**config.mk**
```make
export PLATFORM = sky130hd
export DESIGN_NAME = projectile_scheduler
export DESIGN_NICKNAME = d
export VERILOG_FILES = /design/src/rtl/projectile_scheduler.sv
export SDC_FILE = /design/constraint.sdc
export NUM_CORES = 1
export LEC_CHECK = 0
export ABC_AREA = 1
export BUFFER_PORTS_ARGS = -buffer_cell sky130_fd_sc_hd__clkbuf_2
export CAP_MARGIN = 20
export CELL_PAD_IN_SITES_DETAIL_PLACEMENT = 0
export CELL_PAD_IN_SITES_GLOBAL_PLACEMENT = 1
export CORE_UTILIZATION = 30
export DETAILED_ROUTE_END_ITERATION = 10
export PLACE_DENSITY_LB_ADDON = 0.1
export SYNTH_ARGS = -nofsm -noshare
export SYNTH_HDL_FRONTEND = slang
export SYNTH_SLANG_ARGS = --single-unit
export TNS_END_PERCENT = 1
```
**constraint.sdc**
```tcl
create_clock -name clk -period 2.03 [get_ports clk]
set_input_delay 0.406 -clock clk [delete_from_list [all_inputs] [get_ports clk]]
set_output_delay 0.406 -clock clk [all_outputs]
set_load 0.01 [all_outputs]
```
**src/rtl/projectile_scheduler.sv**
```systemverilog
// Projectile scheduler: one shared projectile slot for a two-player playfield.
// Players request fire; an eligible request is granted round-robin.
// The projectile then moves one column per tick toward the opponent's edge.
// On reaching the far edge it resolves as a hit or a miss.
//
// Handshake: fire_req is a level request.
// A request is taken only in IDLE, when that player's cooldown is zero.
// The grant is a one-cycle fire_grant pulse on the cycle after the request
// is accepted. Requests seen while a projectile exists are dropped, not queued.
module projectile_scheduler #(
  parameter int FIELD_W  = 16,
  parameter int COOLDOWN = 4
) (
  input  logic       clk,
  input  logic       rst,
  input  logic       tick,
  input  logic [1:0] fire_req,
  input  logic [2:0] player_row_0,
  input  logic [2:0] player_row_1,
  output logic [1:0] fire_grant,
  output logic       proj_active,
  output logic       proj_owner,
  output logic [3:0] proj_col,
  output logic [2:0] proj_row,
  output logic [1:0] hit,
  output logic       miss,
  output logic [1:0] dbg_state
);

  localparam int CD_W = $clog2(COOLDOWN + 1);
  localparam logic [CD_W-1:0] CD_LOAD = CD_W'(COOLDOWN);
  localparam logic [CD_W-1:0] CD_ONE  = CD_W'(1);
  localparam logic [3:0] COL_START0 = 4'd1;
  localparam logic [3:0] COL_START1 = 4'(FIELD_W - 2);
  localparam logic [3:0] COL_TERM0  = 4'(FIELD_W - 1);
  localparam logic [3:0] COL_TERM1  = 4'd0;

  typedef enum logic [1:0] {
    S_IDLE    = 2'd0,
    S_FLY     = 2'd1,
    S_RESOLVE = 2'd2
  } state_t;

  state_t          state;
  state_t          state_next;
  logic [CD_W-1:0] cd_0;
  logic [CD_W-1:0] cd_1;
  logic            last_grant;
  logic [1:0]      eligible;
  logic            do_grant;
  logic            grant_owner;
  logic [3:0]      step_col;
  logic [2:0]      target_row;
  logic            row_match;

  assign dbg_state   = state;
  assign proj_active = (state != S_IDLE);

  // State register.
  always_ff @(posedge clk) begin
    if (!rst) state <= S_IDLE;
    else      state <= state_next;
  end

  // Next state, arbitration and next projectile column.
  always_comb begin
    state_next  = state;
    eligible    = fire_req & {cd_1 == '0, cd_0 == '0};
    do_grant    = 1'b0;
    grant_owner = (eligible == 2'b11) ? ~last_grant : eligible[1];
    step_col    = proj_owner ? (proj_col - 4'd1) : (proj_col + 4'd1);
    case (state)
      S_IDLE: begin
        if (eligible != 2'b00) begin
          do_grant   = 1'b1;
          state_next = S_FLY;
        end
      end
      S_FLY: begin
        if (tick && (step_col == (proj_owner ? COL_TERM1 : COL_TERM0))) state_next = S_RESOLVE;
      end
      S_RESOLVE: state_next = S_IDLE;
      default:   state_next = S_IDLE;
    endcase
  end

  // Projectile slot, grant pulse, round-robin memory and cooldowns.
  always_ff @(posedge clk) begin
    if (!rst) begin
      fire_grant <= 2'b00;
      proj_owner <= 1'b0;
      proj_col   <= 4'd0;
      proj_row   <= 3'd0;
      last_grant <= 1'b1;
      cd_0       <= '0;
      cd_1       <= '0;
    end else begin
      fire_grant <= 2'b00;
      if (do_grant) begin
        fire_grant <= grant_owner ? 2'b10 : 2'b01;
        last_grant <= grant_owner;
        proj_owner <= grant_owner;
        proj_row   <= grant_owner ? player_row_1 : player_row_0;
        proj_col   <= grant_owner ? COL_START1 : COL_START0;
      end else if ((state == S_FLY) && tick) begin
        proj_col <= step_col;
      end
      // A fresh grant reload wins over a same-cycle tick decrement.
      if (do_grant && !grant_owner)   cd_0 <= CD_LOAD;
      else if (tick && (cd_0 != '0))  cd_0 <= cd_0 - CD_ONE;
      if (do_grant && grant_owner)    cd_1 <= CD_LOAD;
      else if (tick && (cd_1 != '0))  cd_1 <= cd_1 - CD_ONE;
    end
  end

  // Resolution: the target row is taken live in the RESOLVE cycle.
  always_comb begin
    hit        = 2'b00;
    miss       = 1'b0;
    target_row = proj_owner ? player_row_0 : player_row_1;
    row_match  = (target_row == proj_row);
    if (state == S_RESOLVE) begin
      if (row_match) hit = proj_owner ? 2'b01 : 2'b10;
      else           miss = 1'b1;
    end
  end

endmodule

```
# Word level (Yosys, flattened, before mapping)
# Cells that the tools add are included.
[word_totals]
ff_bits = 19
output_inout_bits = 16
elab_cells = 68
[classes]
bitwise = 3
addsub = 4
n_mux = 23
n_reduce_logical = 21
n_eq_ne = 7
[op_table]
columns = ["cell", "count"]
rows = [
  ["$mux W4", 5],
  ["$mux W3", 6],
  ["$mux W2", 6],
  ["$reduce_bool A2 Y1", 5],
  ["$logic_and A1 B1 Y1", 6],
  ["$logic_not A3 Y1", 2],
  ["$reduce_bool A3 Y1", 2],
  ["$sub A3 B1 Y3 const B", 2],
  ["$mux W1", 5],
  ["$add A4 B1 Y4 const B", 1],
  ["$eq A2 B2 Y1 const B", 2],
  ["$eq A4 B4 Y1", 1],
  ["$ne A2 B2 Y1 const B", 2],
  ["$pmux W2 S2", 1],
  ["$reduce_and A2 Y1", 2],
  ["$reduce_or A2 Y1", 2],
  ["$sub A4 B1 Y4 const B", 1],
  ["$eq A3 B3 Y1", 1],
  ["$and A2 B2 Y2", 1],
  ["$eq A2 B1 Y1 const B", 1],
  ["$logic_not A2 Y1", 1],
  ["$not A1 Y1", 2],
  ["$logic_not A1 Y1", 1],
]

# Longest topological paths before layout
[logic_depth]
depth_word = 7
mapped_depth = 11

# Least setup slack after synthesis
# No wires, ideal clock.
[synth_timing]
path_type = "register to output"
startpoint = "reg proj_owner"
endpoint = "out hit[0]"
path_slack_ns = 0.434
arrival_ns = 1.190
path_stages_with_launch = 7
required_ns = 1.624
path_cell_list = "dfxtp_1 buf_6 nand2_1 o21ai_0 xnor2_1 nand3_2 nor2_1"
[synth_between]
elab_chain_cells = 4
[synth_lines]
columns = ["item", "line", "text"]
rows = [
  ["start, declared", "22", "output logic proj_owner,"],
  ["start signal, assigned", "102", "proj_owner <= grant_owner;"],
  ["$mux W3", "120", "target_row = proj_owner ? player_row_0 : player_row_1;"],
  ["$eq A3 B3 Y1", "121", "row_match = (target_row == proj_row);"],
  ["$mux W2 (*)", "123", "if (row_match) hit = proj_owner ? 2'b01 : 2'b10;"],
  ["$mux W2 (*)", "122", "if (state == S_RESOLVE) begin"],
  ["end, declared", "25", "output logic [1:0] hit,"],
]
# Every way passes the cells marked *; elsewhere a longest branch is shown, timed or not.

# Worst setup path in the final report
[layout_timing]
startpoint = "reg proj_owner"
endpoint = "out hit[1]"
# Same word-level chain as after synthesis.

==> impl_metrics.tcl <==
set metrics [dict create \
    reg2reg_setup_slack_ns 0.41 \
    post_cts_buffers 0 \
    holdPathEnd "last_grant$_SDFFE_PN1N_" \
    final-max-slew-violation-count 0 \
    dp_hpwl_mm 2.02 \
    synthCells 162 \
    cts_root_buf "clkbuf_8" \
    cpPeakStageDelay_ns 0.41 \
    synth_fp_nets 180 \
    path_delay_family "flip-flops" \
    cp_num_buf_inv 1 \
    timing.rr.end "dbg_state[0]$_SDFFE_PN0P_" \
    first_iter_violations 52 \
    die_area_um2 3930 \
    vias 1024 \
    max_freq_mhz 549 \
    core_area_um2 3440 \
    synth_area_leader_cell "dfxtp_1" \
    cp-start-kind "flip-flop" \
    cts_tree "built" \
    layout_commonest_cell "nand2_1" \
    slew_headroom_pct 81.5 \
    power.leakage_nw 0.682 \
    crit_path_end_kind "output port" \
    fp.dieW_um 62.7 \
    rsz0062_at_grt "false" \
    final_layout_size_suffix_gt1_share_pct 20.5 \
    fin_cells 236 \
    final.setup_skew_ns 0.00367 \
    drtPass1Iterations 4 \
    gr-total-overflow 0 \
    min-delay-start "rst" \
    hp-class "input pin to flip-flop" \
    wire_per_inst_um 10.5 \
    synth_area_per_cell_um2 6.81 \
    ys_seq_area_share_pct 34.5 \
    synth.distinct_cells 21 \
    min_period_over_period_pct 89.7 \
    drt_wl_total_mm 2.47 \
    crit_type "flip-flop to output port" \
    final_antenna_net_count 0 \
    r2r_cells 7 \
    numCtsBuffers 3 \
    grt_antenna_before_repair 0 \
    h-tree-depth 1 \
    cp_cell_sequence "o21ai_0 > xnor2_1 > nand3_2 > nor2_1 > clkbuf_2" \
    worstMarginPinSlew_ns 0.277 \
    reg2reg_from "proj_owner$_SDFFE_PN0N_" \
    num_antenna_cells 0 \
    setup_ws_ns 0.209 \
    clk_pin_slew_ns 0.08 \
    final_cell_mix "nand2_1, inv_1, clkbuf_2, dfxtp_1, nor2_1" \
    cp_max_fo 15 \
    max_cap_viol_count 0 \
    gp_congestion 0.721 \
    yosys_warnings 0 \
    synth.top_cell.area_share_pct 34.5 \
    crit_required_ns 1.62 \
    status "completed" \
    vias_per_cell 4.34 \
    min_period_ns 1.82 \
    powerDensity_nw_per_um2 1610 \
    place_area_um2 1270 \
    final_area_um2 1320 \
    ys_top_cells_by_area "dfxtp_1, nand2_1, inv_1, ha_1, a21oi_1" \
    setup_tns_ns 0 \
    grt_first_pass_wirelength_mm 4.49 \
    drcViolationCount 0 \
    postCtsHoldBufs 0 \
    pre_cts_slack_ns 0.181 \
    min_path_cells 2 \
    cp_slowest_cell "dfxtp_4" \
    syn_area_um2 1100 \
    start_util_pct 32.1 \
    clock_latency_ns 0.26 \
    final_nets 209 \
    cts_num_sinks 19 \
    io_buffer_count 26 \
    grt_pass1_vias 1061 \
    fp.dieH_um 62.7 \
    setup_viol 0 \
    vdd_drop_max_mv 0.547 \
    grtUsageTotal_pct 14.4 \
    dp.cells 232 \
    grt_max_degree 16 \
    ios 27 \
    clockBufferDepth 2 \
    ctsResizeCount 1 \
    finalPower_mw 2.13 \
    rows 21 \
    yosys_register_bits 19 \
    hold_viol 0 \
    crit_arrival_ns 1.42 \
    area_growth_syn_to_layout_pct 19.8 \
]
logic make-up (layout without fill, tap and decap cells):
family / after synthesis / count (layout) / share of synthesized area (%)
AND/OR/NAND/NOR: 77 / 77 / 30.0
buffers and inverters: 30 / 58 / 11.6
AO/OA/AOI/OAI: 23 / 23 / 10.5
flip-flops: 19 / 19 / 34.5
adder cells (fa/ha/maj): 7 / 7 / 8.62
XOR/XNOR: 6 / 6 / 4.76
Yosys cell counts:
| cell type | number |
|---|---|
| a21oi_1 | 12 |
| a31oi_1 | 1 |
| buf_6 | 2 |
| clkbuf_1 | 1 |
| dfxtp_1 | 19 |
| fa_1 | 1 |
| ha_1 | 6 |
| inv_1 | 27 |
| nand2_1 | 46 |
| nand2_2 | 1 |
| nand2_4 | 1 |
| nand3_1 | 10 |
| nand3_2 | 1 |
| nor2_1 | 13 |
| nor2_2 | 1 |
| nor3b_1 | 1 |
| o21ai_0 | 7 |
| o21ai_1 | 3 |
| or2_2 | 3 |
| xnor2_1 | 3 |
| xor2_1 | 3 |
report_power, final:
part / internal, mW / total (mW) / leakage (nW) / switching (mW)
Combinational: 0.476 / 1.18 / 0.500 / 0.700
Clock: 0.136 / 0.269 / 0.0255 / 0.133
Sequential: 0.527 / 0.680 / 0.157 / 0.153
cell type report:
cell class                 count  area [um^2]
clock buffer                   3         41.3
clock inverter                 1         5.00
fill                         390         2120
inverter                      27          101
multi-input combinational    113          596
sequential                    19          384
tap                           46         57.6
timing repair buffer          27          138
worst reg2reg max path, stage by stage (launching register included):
cell	delay, ns
dfxtp_4	0.41
fa_1	0.59
nor3b_1	0.18
nand2_1	0.07
nand3_1	0.08
nand3_1	0.09
nand2_1	0.07
nand2_1	0.04
worst max path at each step:
stage                                       start  endpoint  cells past startpoint
final                     proj_owner$_SDFFE_PN0N_    hit[1]                      5
after global routing      proj_owner$_SDFFE_PN0N_    hit[1]                      6
after CTS                 proj_owner$_SDFFE_PN0N_    hit[1]                      5
after detailed placement  proj_owner$_SDFFE_PN0N_    hit[1]                      5
after global placement    proj_owner$_SDFFE_PN0N_    hit[1]                      5
after floorplan           proj_owner$_SDFFE_PN0N_    hit[0]                      6
registers in the layout, summed over array words and instances, names as in the netlist:
register / count
proj_col: 4
cd_0: 3
cd_1: 3
proj_row: 3
dbg_state: 2
fire_grant: 2
last_grant: 1
proj_owner: 1
per-layer routing:
metal	vias up	part of all wire, %	track usage [%]
met1	450	50	18.1
li1	554	-	-
met2	18	45	24.2
met3	2	4.3	2.19
met5	-	0	0
met4	0	0.77	6.10
per-stage QoR:
step                utilization, %  hold WS, ns
global route                  38.4        0.461
CTS                           38.3        0.450
floorplan                        -        0.428
detailed placement            37.0        0.459
finish                        38.4        0.446
global placement              37.0        0.444
(Power assumes the default switching activity.)
